### src/rtl/alu_access_arbiter.sv
// alu_access_arbiter: round-robin sharing of one ALU and its A/B operand muxes
// between the main control unit (requester 0) and the matrix address
// generator (requester 1). The winner's selects/opcode are held for ALU_LAT
// cycles, then the ALU result is captured and returned with a done pulse.
// Optional build macro ALU_ARB_SELCHK_EN: reject out-of-range select codes
// (above 4'b1001) with a sel_err + done pulse instead of issuing them.
module alu_access_arbiter #(
    parameter int DATA_W  = 19,
    parameter int SEL_W   = 4,
    parameter int OP_W    = 3,
    parameter int ALU_LAT = 1
) (
    input  logic              clk,
    input  logic              rst_n,
    input  logic              req0,
    input  logic              req1,
    input  logic [SEL_W-1:0]  a_sel0,
    input  logic [SEL_W-1:0]  a_sel1,
    input  logic [SEL_W-1:0]  b_sel0,
    input  logic [SEL_W-1:0]  b_sel1,
    input  logic [OP_W-1:0]   op0,
    input  logic [OP_W-1:0]   op1,
    input  logic [DATA_W-1:0] alu_result,
    output logic              gnt0,
    output logic              gnt1,
    output logic              done0,
    output logic              done1,
    output logic [DATA_W-1:0] result,
    output logic [SEL_W-1:0]  alu_a_sel,
    output logic [SEL_W-1:0]  alu_b_sel,
    output logic [OP_W-1:0]   alu_op,
    output logic              busy,
    output logic              sel_err
);

    typedef enum logic [1:0] {IDLE, ISSUE, DONE} state_t;

    state_t             state;
    logic [3:0]         lat_cnt;
    logic               last;   // requester granted most recently
    logic               owner;  // requester of the operation in flight
    logic               win;
    logic               sel_bad;
    logic [SEL_W-1:0]   win_a;
    logic [SEL_W-1:0]   win_b;
    logic [OP_W-1:0]    win_op;

    // Winner selection: a lone request wins, a tie goes to the one not served last
    always_comb begin
        win    = (req0 && req1) ? ~last : req1;
        win_a  = win ? a_sel1 : a_sel0;
        win_b  = win ? b_sel1 : b_sel0;
        win_op = win ? op1 : op0;
    end

`ifdef ALU_ARB_SELCHK_EN
    localparam logic [SEL_W-1:0] SEL_MAX = SEL_W'(9);
    // Legal mux codes are 0..9; anything above is refused before issue
    always_comb sel_bad = (win_a > SEL_MAX) || (win_b > SEL_MAX);
`else
    // Without checking, an out-of-range code is simply issued (mux yields 0)
    always_comb sel_bad = 1'b0;
`endif

    assign busy = (state != IDLE);

    // Arbitration FSM with registered grant, select, opcode and done outputs
    always_ff @(posedge clk or negedge rst_n) begin
        if (!rst_n) begin
            state     <= IDLE;
            lat_cnt   <= '0;
            last      <= 1'b1;
            owner     <= 1'b0;
            gnt0      <= 1'b0;
            gnt1      <= 1'b0;
            done0     <= 1'b0;
            done1     <= 1'b0;
            sel_err   <= 1'b0;
            result    <= '0;
            alu_a_sel <= '0;
            alu_b_sel <= '0;
            alu_op    <= '0;
        end else begin
            done0   <= 1'b0;
            done1   <= 1'b0;
            sel_err <= 1'b0;
            case (state)
                IDLE: begin
                    if (req0 || req1) begin
                        last  <= win;
                        owner <= win;
                        if (sel_bad) begin
                            // Refused: report through done + sel_err, result untouched
                            done0   <= ~win;
                            done1   <= win;
                            sel_err <= 1'b1;
                            state   <= DONE;
                        end else begin
                            alu_a_sel <= win_a;
                            alu_b_sel <= win_b;
                            alu_op    <= win_op;
                            gnt0      <= ~win;
                            gnt1      <= win;
                            lat_cnt   <= 4'(ALU_LAT - 1);
                            state     <= ISSUE;
                        end
                    end
                end
                ISSUE: begin
                    if (lat_cnt != 4'd0) begin
                        lat_cnt <= lat_cnt - 4'd1;
                    end else begin
                        result    <= alu_result;
                        gnt0      <= 1'b0;
                        gnt1      <= 1'b0;
                        alu_a_sel <= '0;
                        alu_b_sel <= '0;
                        alu_op    <= '0;
                        done0     <= ~owner;
                        done1     <= owner;
                        state     <= DONE;
                    end
                end
                DONE:    state <= IDLE;
                default: state <= IDLE;
            endcase
        end
    end

endmodule

### config.mk
export PLATFORM = sky130hd
export DESIGN_NAME = alu_access_arbiter
export DESIGN_NICKNAME = d
export VERILOG_FILES = /design/src/rtl/alu_access_arbiter.sv
export SDC_FILE = /design/constraint.sdc
export NUM_CORES = 1
export LEC_CHECK = 0
export CORE_MARGIN = 2
export CORE_UTILIZATION = 30
export CTS_CLUSTER_DIAMETER = 120
export DETAILED_ROUTE_END_ITERATION = 16
export GPL_TIMING_DRIVEN = 0
export HOLD_SLACK_MARGIN = 0.08
export PLACE_DENSITY = 0.62
export SYNTH_ARGS = -nofsm -noshare
export SYNTH_HDL_FRONTEND = slang
export SYNTH_SLANG_ARGS = --single-unit
### constraint.sdc
create_clock -name clk -period 2.6 [get_ports clk]
set_clock_uncertainty 0.15 [all_clocks]
set_input_delay 0.52 -clock clk [delete_from_list [all_inputs] [get_ports clk]]
set_output_delay 0.52 -clock clk [all_outputs]
set_load 0.1 [all_outputs]
**After elaboration in Yosys (flattened, before gate mapping)**

Index checks and enable logic that the tools add are counted.
Widths: inputs -> output; s select.

- Flip-flop bits (word level): 42
- Input port bits: 45
- Word-level logic and storage cells: 59

- $add $sub $neg: 1
- Equal/unequal tests: 4
- Muxes and demuxes: 27
- Bitwise operators: 4
- Reduce and logical (&&, ||, !) cells: 11

Operators by type and width:

| operator | count |
|---|---|
| $mux 4 | 7 |
| $pmux 4 s2 | 3 |
| $mux 3 | 3 |
| $mux 1 | 8 |
| $ne 2x2->1 const B | 3 |
| $pmux 3 s2 | 1 |
| $reduce_and 2->1 | 3 |
| $reduce_and 3->1 | 2 |
| $mux 2 | 2 |
| $not 1->1 | 4 |
| $pmux 1 s2 | 2 |
| $pmux 2 s2 | 1 |
| $reduce_bool 2->1 | 2 |
| $reduce_bool 4->1 | 1 |
| $sub 4x1->4 const B | 1 |
| $eq 2x1->1 const B | 1 |
| $logic_not 2->1 | 1 |
| $logic_and 1x1->1 | 1 |
| $logic_or 1x1->1 | 1 |

**Logic depth before layout (Yosys ltp)**

- Depth after elaboration: 5
- Mapped depth: 7

**Worst setup path after synthesis**

No wires, ideal clock.

- Kind: flip-flop to flip-flop
- From: register state[0]
- To: register alu_a_sel[0]
- Library setup time: 0.147 ns
- Arrival: 1.992 ns
- Required time: 2.303 ns
- Path slack: 0.310 ns
- Cell stages (with the launch flop): 5
- Buffers on the path: 0
- Cells stage by stage: dfrtp_1 nor2_2 clkinv_1 o22ai_2 a31oi_1

- Cells in the longest elaborated chain, start to end: 3
- Elaborated cells between the ends (all ways): 7
- Classes of those cells: eq/ne (3); mux (1); reduce/logical (3)

RTL lines:

| element | RTL line | source |
|---|---|---|
| from (decl) | 38 | `state_t state;` |
| from (signal assigned) | 70 | `state <= IDLE;` |
| from (signal assigned) | 97 | `state <= DONE;` |
| from (signal assigned) | 105 | `state <= ISSUE;` |
| $eq 2x1->1 or $logic_not 2->1 (tied branches) | 87 | `case (state)` |
| $ne 2x2->1 (no source line) or $reduce_bool 2->1 (tied branches) | -- |  |
| $reduce_and 3->1 (no source line) | -- |  |
| to (signal assigned) | 99 | `alu_a_sel <= win_a;` |
| to (decl) | 29 | `output logic [SEL_W-1:0] alu_a_sel,` |

Several ways; a longest one is shown, not always the timed one.
A chain may end at the register's enable or synchronous reset.

**Worst setup path after layout**

- From: register gnt1
- To: output port gnt1

RTL lines:

| element | RTL line | source |
|---|---|---|
| from (decl) | 25 | `output logic gnt1,` |
| from (signal assigned) | 103 | `gnt1 <= win;` |

No word-level cell between the ends.

==> results.json <==
{
  "portBuffers": 79,
  "arrival_ns": 1.84,
  "drive_gt1_share_pct": 19.0,
  "tightest_slew_ns": 0.992,
  "drt_iter0_drc": 48,
  "crit_chain": "clkdlybuf4s50_1",
  "antennaDiodeCount": 0,
  "synth_cell_types": 44,
  "drt_drc_violations_left": 0,
  "hp-class": "reg2reg",
  "critical_path_class": "reg2out",
  "fillers": 584,
  "post-route-util_pct": 47.4,
  "avgViaCountPerCell": 4.96,
  "cts_tree": "built",
  "finalCritPeriodShare_pct": 96.5,
  "ant_nets": 0,
  "crit_path_start": "gnt1",
  "drtPass1Iterations": 4,
  "crit_family": "buffers and inverters",
  "yosys_warnings": 0,
  "slew_headroom_pct": 33.7,
  "post_cts_buffers": 0,
  "slowest_delay_ns": 1.15,
  "worstSetupEndpointType": "primary output",
  "htreeDepth": 2,
  "crit_fanout": 4,
  "hold_viol_final": 0,
  "fmax_ghz": 0.399,
  "numCtsBuffers": 5,
  "syn_area_um2": 2020,
  "slowest_stage": "clkdlybuf4s50_1",
  "hpwl_mm": 3.54,
  "vias": 1613,
  "grt.total_usage_pct": 13.4,
  "row_count": 29,
  "grt_pass1_wl_mm": 7.83,
  "clock_sinks": 42,
  "synth.top_cells.by_area": "dfrtp_1 (51%), mux2_4 (14%), nand3_1 (4.7%), a221oi_1 (3.5%), a31oi_1 (2.5%)",
  "worstPathRequired_ns": 1.93,
  "die_h_um": 86.0,
  "ios": 81,
  "regToRegStartpoint": "lat_cnt[0]",
  "finalSetupViolations": 0,
  "overflow": 0,
  "drv_cap": 0,
  "grt_pass1_vias": 1663,
  "crit_path_start_kind": "flop",
  "hp-start": "lat_cnt[3]",
  "place_congestion": 0.773,
  "status": "finished clean",
  "synth_top_area_share_pct": 50.8,
  "clockRootBuffer": "clkbuf_8",
  "rsz0062_at_grt": "no",
  "synth_cells": 159,
  "start_util_pct": 31.4,
  "period_minus_slack_ns": 2.51,
  "die_w_um": 86.0,
  "routedWlPerCell_um": 14.9,
  "core_um2": 6420,
  "synth_area_leader_cell": "dfrtp_1",
  "cp_num_buf_inv": 1,
  "wl_mm": 4.83,
  "final_cell_mix": "clkdlybuf4s50_1 (77), dfrtp_1 (41), nand3_1 (19), mux2_4 (19)",
  "final_common_cell": "clkdlybuf4s50_1",
  "synth_area_per_cell_um2": 12.7,
  "syn2layout_area_growth_pct": 50.7,
  "seq_area_frac_synth_pct": 52.1,
  "fin_nets": 294,
  "antenna_found_initial": 0,
  "path_clk_slew_ns": 0.08,
  "ys_seq_elements": 42,
  "syn_nets": 206,
  "cts_max_path_buffers": 2,
  "slew_violations": 0,
  "clock_latency_ns": 0.29,
  "grt_max_degree": 31,
  "die_area_um2": 7400
}
-- cell type report --
| type | instances | area [um2] | share of cell area, % |
|---|---|---|---|
| timing repair buffer | 81 | 811 | 26.7 |
| sequential | 42 | 1050 | 34.6 |
| inverter | 3 | 11.3 | 0.370 |
| clock buffer | 7 | 86.3 | 2.84 |
| tap | 77 | 96.3 | 3.17 |
| multi-input combinational | 101 | 855 | 28.1 |
| buffer | 13 | 100 | 3.29 |
| clock inverter | 1 | 30.0 | 0.987 |
-- registers in the layout (all words and copies together), names as in the netlist --
register   flops
alu_a_sel      4
alu_b_sel      4
alu_op         3
done0          1
done1          1
gnt0           1
gnt1           1
last           1
lat_cnt        4
owner          1
result        19
state          2
-- timing repair --
item                                   in CTS  in global routing
gates cloned                                0                  0
setup endpoints to repair                   1                  1
hold buffers                                1                  0
gates resized for setup                     3                  2
endpoints found under the hold margin      12                  0
-- through the flow --
stage / cells / hold slack [ns] / worst slack [ns] / instance area, um2 / TNS [ns]
2_1_floorplan: 159 / 0.0744 / 0.310 / 2020 / 0
3_3_place_gp: 315 / 0.328 / -0.320 / 2910 / -13.12
3_5_place_dp: 316 / 0.283 / -0.117 / 2920 / -0.117
4_1_cts: 325 / 0.349 / 0.0463 / 3050 / 0
5_1_grt: 325 / 0.376 / 0.0306 / 3040 / 0
6_report: 325 / 0.342 / 0.0913 / 3040 / 0
-- path summary, 6_finish.rpt --
kind	to	slack, ns	depth (start not counted)
min in group asynchronous	alu_op[0]	0.49	2
worst min-delay path	lat_cnt[3]	0.34	1
worst min register to register	lat_cnt[3]	0.34	1
max in group asynchronous	last	1.29	3
worst max-delay path	gnt1	0.09	1
worst max register to register	result[4]	0.60	7
-- Yosys cell counts (all sizes together) --
cell type and count:
o21ai 4, a22oi 2, nor3 3, a21bo 1, nor2b 1, mux2 19, nor3b 1, o31ai 1
a221o 3, and4 3, a21oi 2, or3b 2, nand2 1, buf 11, or2 1, a32oi 1
inv 2, and3 1, a31oi 8, a21boi 1, and2 1, clkinv 1, o221ai 1, conb 1
o32ai 1, o22ai 3, nand3 19, nand2b 1, mux2i 2, ha 2, nor2 6, dfstp 1
a221oi 8, clkbuf 2, dfrtp 41, a211oi 1
-- kinds of logic (layout without fill, tap and decap cells) --
group,count (synthesis),count (layout),share of synthesized area [%]
flops,42,42,52.1
simple gates,40,40,11.8
compound gates,37,37,14.0
mux,21,21,15.1
buf+inv,16,105,5.52
fa+ha+maj,2,2,1.24
other cells,1,1,0.186
-- metal layers --
metal	GRT usage, %	part of all wire, %
met5	0	0
met4	3.75	1.0
met3	5.10	8.6
met2	20.6	44
met1	17.6	47
Power is left out: the tool's default activity adds up to more than one toggle a clock period on the data nets, which glitch-free logic cannot reach.
